## config.mk

```make
export PLATFORM = sky130hd
export DESIGN_NAME = mc_control
export DESIGN_NICKNAME = d
export VERILOG_FILES = /design/src/rtl/mc_control.sv
export SDC_FILE = /design/constraint.sdc
export NUM_CORES = 1
export LEC_CHECK = 0
export ABC_AREA = 1
export CAP_MARGIN = 20
export CORE_AREA = 10 10 47 49
export CTS_BUF_LIST = sky130_fd_sc_hd__clkbuf_16
export CTS_CLUSTER_DIAMETER = 80
export DETAILED_ROUTE_END_ITERATION = 10
export DIE_AREA = 0 0 57 59
export PLACE_DENSITY = 0.78
export SYNTH_ARGS = -nofsm -noshare
export SYNTH_HDL_FRONTEND = slang
export SYNTH_SLANG_ARGS = --single-unit
```

## constraint.sdc

```tcl
create_clock -name clk -period 1.55 [get_ports clk]
set_input_delay 0.31 -clock clk [delete_from_list [all_inputs] [get_ports clk]]
set_output_delay 0.31 -clock clk [all_outputs]
set_load 0.01 [all_outputs]
```

## src/rtl/mc_control.sv

```systemverilog
// rtl/mc_control.sv - multi-cycle CPU control FSM (FETCH/DECODE/EXEC/MEM/WB)
// Optional BNE support (opcode 0x6) is enabled by defining MC_CONTROL_BNE_EN.
module mc_control (
  input  logic        clk,
  input  logic        reset,
  input  logic [15:0] instr,
  input  logic        zero,
  input  logic        mem_ready,
  output logic [3:0]  alu_op,
  output logic        alu_src_a,
  output logic [1:0]  alu_src_b,
  output logic        pc_write,
  output logic        ir_write,
  output logic        mem_read,
  output logic        mem_write,
  output logic        reg_write,
  output logic        mem_to_reg,
  output logic        reg_dst,
  output logic        illegal,
  output logic [2:0]  state
);

  localparam logic [3:0] FUNCT_ADD = 4'h0;
  localparam logic [3:0] FUNCT_SUB = 4'h1;

  localparam logic [3:0] OP_RTYPE = 4'h0;
  localparam logic [3:0] OP_ADDI  = 4'h1;
  localparam logic [3:0] OP_LW    = 4'h2;
  localparam logic [3:0] OP_SW    = 4'h3;
  localparam logic [3:0] OP_BEQ   = 4'h4;
  localparam logic [3:0] OP_J     = 4'h5;
`ifdef MC_CONTROL_BNE_EN
  localparam logic [3:0] OP_BNE   = 4'h6;
  localparam logic [3:0] OP_MAX   = 4'h6;
`else
  localparam logic [3:0] OP_MAX   = 4'h5;
`endif

  typedef enum logic [2:0] {
    S_FETCH  = 3'd0,
    S_DECODE = 3'd1,
    S_EXEC   = 3'd2,
    S_MEM    = 3'd3,
    S_WB     = 3'd4
  } state_t;

  state_t state_q, state_d;

  logic [3:0] opcode;
  logic [3:0] funct;
  logic       op_legal;
  logic       unused_instr_bits;

  assign opcode            = instr[15:12];
  assign funct             = instr[3:0];
  assign op_legal          = (opcode <= OP_MAX);
  assign unused_instr_bits = ^instr[11:4];

  always_comb begin
    state_d    = state_q;
    alu_op     = FUNCT_ADD;
    alu_src_a  = 1'b0;
    alu_src_b  = 2'd0;
    pc_write   = 1'b0;
    ir_write   = 1'b0;
    mem_read   = 1'b0;
    mem_write  = 1'b0;
    reg_write  = 1'b0;
    mem_to_reg = 1'b0;
    reg_dst    = 1'b0;
    illegal    = 1'b0;

    case (state_q)
      S_FETCH: begin
        mem_read  = 1'b1;
        alu_src_b = 2'd1;
        if (mem_ready) begin
          ir_write = 1'b1;
          pc_write = 1'b1;
          state_d  = S_DECODE;
        end
      end
      S_DECODE: begin
        if (op_legal) begin
          state_d = S_EXEC;
        end else begin
          illegal = 1'b1;
          state_d = S_FETCH;
        end
      end
      S_EXEC: begin
        state_d = S_FETCH;
        case (opcode)
          OP_RTYPE: begin
            alu_src_a = 1'b1;
            alu_op    = funct;
            state_d   = S_WB;
          end
          OP_ADDI: begin
            alu_src_a = 1'b1;
            alu_src_b = 2'd2;
            state_d   = S_WB;
          end
          OP_LW, OP_SW: begin
            alu_src_a = 1'b1;
            alu_src_b = 2'd2;
            state_d   = S_MEM;
          end
          OP_BEQ: begin
            alu_src_a = 1'b1;
            alu_op    = FUNCT_SUB;
            pc_write  = zero;
          end
`ifdef MC_CONTROL_BNE_EN
          OP_BNE: begin
            alu_src_a = 1'b1;
            alu_op    = FUNCT_SUB;
            pc_write  = ~zero;
          end
`endif
          OP_J: pc_write = 1'b1;
          default: state_d = S_FETCH;
        endcase
      end
      S_MEM: begin
        // Only LW/SW reach MEM, so anything that is not LW is treated as a store.
        mem_read  = (opcode == OP_LW);
        mem_write = (opcode != OP_LW);
        if (mem_ready) begin
          state_d = (opcode == OP_LW) ? S_WB : S_FETCH;
        end
      end
      S_WB: begin
        reg_write  = 1'b1;
        mem_to_reg = (opcode == OP_LW);
        reg_dst    = (opcode == OP_RTYPE);
        state_d    = S_FETCH;
      end
      default: state_d = S_FETCH;
    endcase

    if (reset) begin
      pc_write  = 1'b0;
      ir_write  = 1'b0;
      mem_read  = 1'b0;
      mem_write = 1'b0;
      reg_write = 1'b0;
      illegal   = 1'b0;
      state_d   = S_FETCH;
    end
  end

  always_ff @(posedge clk) begin
    if (reset) begin
      state_q <= S_FETCH;
    end else begin
      state_q <= state_d;
    end
  end

  assign state = state_q;

endmodule

```

# Word-level counts from Yosys, hierarchy flattened
# Cells that the tools add are included.
dict set report totals {
  ff_bits 3
  in_bits 20
  output_inout_bits 18
  elab_cells 50
}
dict set report op_classes {
  n_lt_le_gt_ge 1
  n_eq_ne 12
  muxes 29
  reduce_logical 7
}
# cell count
set op_table {}
lappend op_table {{1-bit two-way mux} 16}
lappend op_table {{3-bit one-hot mux with 4 select lines} 1}
lappend op_table {{3-bit two-way mux} 3}
lappend op_table {{4-bit by 2-bit == test with 1-bit output, second input constant} 2}
lappend op_table {{4-bit by 3-bit == test with 1-bit output, second input constant} 2}
lappend op_table {{4-bit one-hot mux with 2 select lines} 1}
lappend op_table {{3-bit by 2-bit == test with 1-bit output, second input constant} 2}
lappend op_table {{1-bit one-hot mux with 2 select lines} 3}
lappend op_table {{3-bit one-hot mux with 2 select lines} 1}
lappend op_table {{5-bit OR reduction} 1}
lappend op_table {{4-bit by 1-bit == test with 1-bit output, second input constant} 1}
lappend op_table {{4-bit by 3-bit <= comparator with 1-bit output, second input constant} 1}
lappend op_table {{4-bit zero test} 1}
lappend op_table {{2-bit two-way mux} 2}
lappend op_table {{4-bit two-way mux} 1}
lappend op_table {{2-bit inequality test, second input constant} 2}
lappend op_table {{4-bit by 2-bit inequality test with 1-bit output, second input constant} 1}
lappend op_table {{2-bit one-hot mux with 2 select lines} 1}
lappend op_table {{2-bit OR reduction} 2}
lappend op_table {{3-bit by 1-bit == test with 1-bit output, second input constant} 1}
lappend op_table {{3-bit == test, second input constant} 1}
lappend op_table {{3-bit zero test} 1}
lappend op_table {{3-bit OR reduction} 1}
lappend op_table {{2-bit AND reduction} 1}

# Longest topological paths before layout
dict set report depth {
  ltp_word 4
  ltp_mapped 7
  depth_no_buf 7
}

# Worst setup path after synthesis
# No wires, ideal clock.
dict set report synth_timing {
  path_kind {reg2out}
  startpoint {register state_q[2], in the netlist state[2]}
  endpoint {output port pc_write}
  arrival_ns 1.022
  path_slack_ns 0.218
  path_stages_with_launch 6
  cell_sequence {dfxtp_1 inv_2 nand2_1 nor2_2 nand2_1 a21oi_1}
}
dict set report synth_via {
  elab_chain_len 3
}
# item line_no
set synth_rtl {}
lappend synth_rtl {{from (decl)} 47} ;# state_t state_q, state_d;
lappend synth_rtl {{from (signal assigned)} 157} ;# state_q <= state_d;
lappend synth_rtl {{3-bit by 2-bit == test with 1-bit output / 3-bit zero test (equally long branches)} 73} ;# case (state_q)
lappend synth_rtl {{1-bit one-hot mux with 2 select lines *} 73}
lappend synth_rtl {{1-bit two-way mux *} 142} ;# if (reset) begin
lappend synth_rtl {{to (decl)} 12} ;# output logic pc_write,
# Mark *: on every way between the ends. The rest lies on a longest branch, timed or not.

# Worst setup path in the final report
dict set report layout_timing {
  startpoint {register state_q[2], in the netlist state[2]}
  endpoint {register state_q[2], in the netlist state[2]}
}
dict set report layout_via {
  elab_chain_len 3
}
# item line_no
set layout_rtl {}
lappend layout_rtl {{3-bit by 2-bit == test with 1-bit output / 3-bit zero test (equally long branches)} 73}
lappend layout_rtl {{2-bit inequality test (no line)} --}
lappend layout_rtl {{2-bit AND reduction (no line)} --}
# Parallel ways exist; a longest one is shown, timed or not.
# A chain may end at the register's enable or synchronous reset.

==> impl_metrics.tcl <==
set metrics [dict create \
    dieArea_um2 3360 \
    hold_path_class "in -> reg" \
    worstRegToRegCells 11 \
    grtUsageTotal_pct 11.3 \
    whs_path_depth 6 \
    syn_inst 73 \
    maxSlewHeadroom_pct 86.0 \
    antenna_found_initial 0 \
    setup_ws_ns -0.00505 \
    seq_area_um2 66.3 \
    synthDistinctLibCells 16 \
    p_leak_uw 0.000496 \
    worst_pin_slew_ns 0.208 \
    seqPwrFrac_pct 13.4 \
    start_util_pct 25.4 \
    firstDrtPassIters 4 \
    violations "setup timing" \
    cts_tree "yes" \
    grt_pass1_wl_um 3170 \
    final.period_utilization_pct 100 \
    antennaDiodeCount 0 \
    end_kind "flip-flop" \
    die_w_um 57 \
    rows 14 \
    power_switching_uw 161 \
    htree_levels 1 \
    hold_viol 0 \
    antenna_left 0 \
    p_clk_share_pct 62.7 \
    largest_reg_flops 3 \
    stdcell_area_um2 911 \
    p_sw_share_pct 24.6 \
    ys_top_cells_by_area "nor2_1 (25%), nand2_1 (22%), dfxtp_1 (17%)" \
    via_per_inst 4.72 \
    post-route-min-period_ns 1.56 \
    yosysSeqAreaShare_pct 16.9 \
    clock-sinks 3 \
    wl_um 1970 \
    overflow 0 \
    status "complete, but fails checks" \
    grt_start_max_net_pins 7 \
    wl_per_cell_um 13.4 \
    power.density_nw_per_um2 721 \
    dp_hpwl_um 1340 \
    startpoint_type "flip-flop" \
    rsz0062_at_grt "true" \
    setup-tns-final_ns -0.00505 \
    numPlacedInstances 134 \
    holdWs_ns 0.560 \
    cts-root-buf "clkbuf_16" \
    setup_viol 1 \
    path_clk_slew_ns 0.03 \
    netlist_area_um2 355 \
    syn_area_per_cell_um2 4.87 \
    comb_power_share_pct 24.0 \
    fin_cells 147 \
    postPlaceCellArea_um2 786 \
    synth_nets 93 \
    ys_warn_count 0 \
    gp_congestion 0.824 \
    finish.net_count 152 \
    drc 0 \
    cts_buffer_depth 2 \
    maxCapViolCount 0 \
    clk_latency_ns 0.23 \
    ir_drop_v 0.000763 \
    core-area_um2 1400 \
    synth_seq_cells 3 \
    synth_area_leader_cell "nor2_1" \
    multi_input_area_um2 308 \
    drive_above_1_share_pct 48.9 \
    fin_worst_skew_ns 0.000117 \
    fmax_ghz 0.643 \
    crit_type "reg -> reg" \
    via_count 694 \
    syn_to_final_growth_pct 156 \
    grt_pass1_vias 722 \
    ioPinCount 38 \
    cts_buffers 3 \
    portBuffers 29 \
    first_iter_violations 9 \
    synth_top_area_share_pct 25.4 \
    nFillCells 114 \
    postCtsHoldBufs 0 \
    required_ns 1.66 \
    crit_arrival_ns 1.67 \
    maxSlewViolCount 0 \
    die_y_um 59 \
    p_int_uw 495 \
    cp_max_fo 4 \
]
[layer usage]
layer  track usage (%)  wire [µm]  vias to the layer above
met4              7.05         48                        0
met3              2.79        163                        6
met2              19.1        941                       32
met5                 0          0                        -
li1                  -          -                      344
met1              12.5        812                      312
[cell usage in the layout (no fill, tap or decap)]
| cell type | netlist | layout |
|---|---|---|
| buf_4 | 0 | 24 |
| nor2_1 | 24 | 19 |
| nand2_1 | 21 | 18 |
| buf_2 | 0 | 14 |
| inv_1 | 9 | 9 |
| clkdlybuf4s50_1 | 0 | 8 |
| nor2_2 | 2 | 4 |
| nor2_4 | 0 | 3 |
| nand2_2 | 1 | 3 |
| clkbuf_16 | 0 | 3 |
| clkbuf_2 | 0 | 3 |
| nor3_1 | 2 | 2 |
| a21oi_1 | 2 | 2 |
| clkdlybuf4s15_1 | 0 | 2 |
| dfxtp_2 | 0 | 2 |
| inv_2 | 1 | 1 |
| inv_4 | 0 | 1 |
| nand2_4 | 0 | 1 |
| o211ai_1 | 1 | 1 |
| nor4_1 | 1 | 1 |
| nand3_2 | 0 | 1 |
| o21ai_0 | 1 | 1 |
| nor3b_2 | 0 | 1 |
| a21oi_2 | 1 | 1 |
| o21ai_1 | 1 | 1 |
| nand3_1 | 2 | 1 |
| dlymetal6s2s_1 | 0 | 1 |
| dlygate4sd2_1 | 0 | 1 |
| buf_6 | 0 | 1 |
| dfxtp_4 | 0 | 1 |
[worst paths after layout]
| kind | slack (ns) | endpoint | start |
|---|---|---|---|
| setup / recovery | -0.005 | state[2] | state[2] |
| hold / removal | 0.56 | state[1] | instr[13] |
| setup reg to reg | -0.005 | state[2] | state[2] |
| hold reg to reg | 0.72 | state[1] | state[0] |
[synth_stat cells (all sizes together)]
| cell type | instances |
|---|---|
| nor2 | 26 |
| nand2 | 22 |
| inv | 10 |
| a21oi | 3 |
| dfxtp | 3 |
| nand3 | 2 |
| nor3 | 2 |
| o21ai | 2 |
| nor3b | 1 |
| nor4 | 1 |
| o211ai | 1 |
[power by group through the flow]
stage / combinational (µW) / clock [µW] / sequential [µW]
after floorplan: 52.9 / 0 / 88.5
after global placement: 150 / 0 / 87.2
after detailed placement: 153 / 0 / 87.5
after CTS: 151 / 412 / 88.8
after global routing: 173 / 421 / 88.2
final: 157 / 412 / 87.7
[per-stage QoR]
step	worst slack (ns)	util, %	power [µW]
after global placement	-0.611	56.1	237
after floorplan	0.218	-	141
final	-0.00505	65.0	656
after detailed placement	-0.651	56.1	240
after CTS	-0.0108	64.3	652
after global routing	-0.106	65.0	682
[critical path: stages, from the launching register on]
cell and delay, ns:
dfxtp_4 0.37, inv_4 0.05, nand3_2 0.09, nor2_2 0.05
buf_4 0.13, buf_4 0.12, buf_4 0.12, buf_4 0.12
buf_4 0.12, buf_4 0.12, nor2_1 0.09, nor2_1 0.06
[cells by family (layout without fill, tap and decap cells)]
| group | Yosys count | in the layout | synth area share [%] |
|---|---|---|---|
| buffers and inverters | 10 | 68 | 10.6 |
| flip-flops | 3 | 3 | 16.9 |
| AND/OR/NAND/NOR | 54 | 54 | 62.3 |
| AO/OA/AOI/OAI | 6 | 6 | 10.2 |
[cell type report]
class | count | share of cell area [%]
sequential | 3 | 7.28
timing repair buffer | 54 | 43.7
multi-input combinational | 60 | 33.8
inverter | 10 | 4.40
tap | 16 | 2.20
clock inverter | 1 | 0.412
clock buffer | 3 | 8.24
[repair_timing]
action	4_1_cts	5_1_grt
pin swaps	6	10
endpoints found under the setup margin	17	15
buffers inserted	7	2
resized for setup	76	17
endpoints found under the hold margin	0	0
Note: power is estimated with default switching activity, not from simulation.
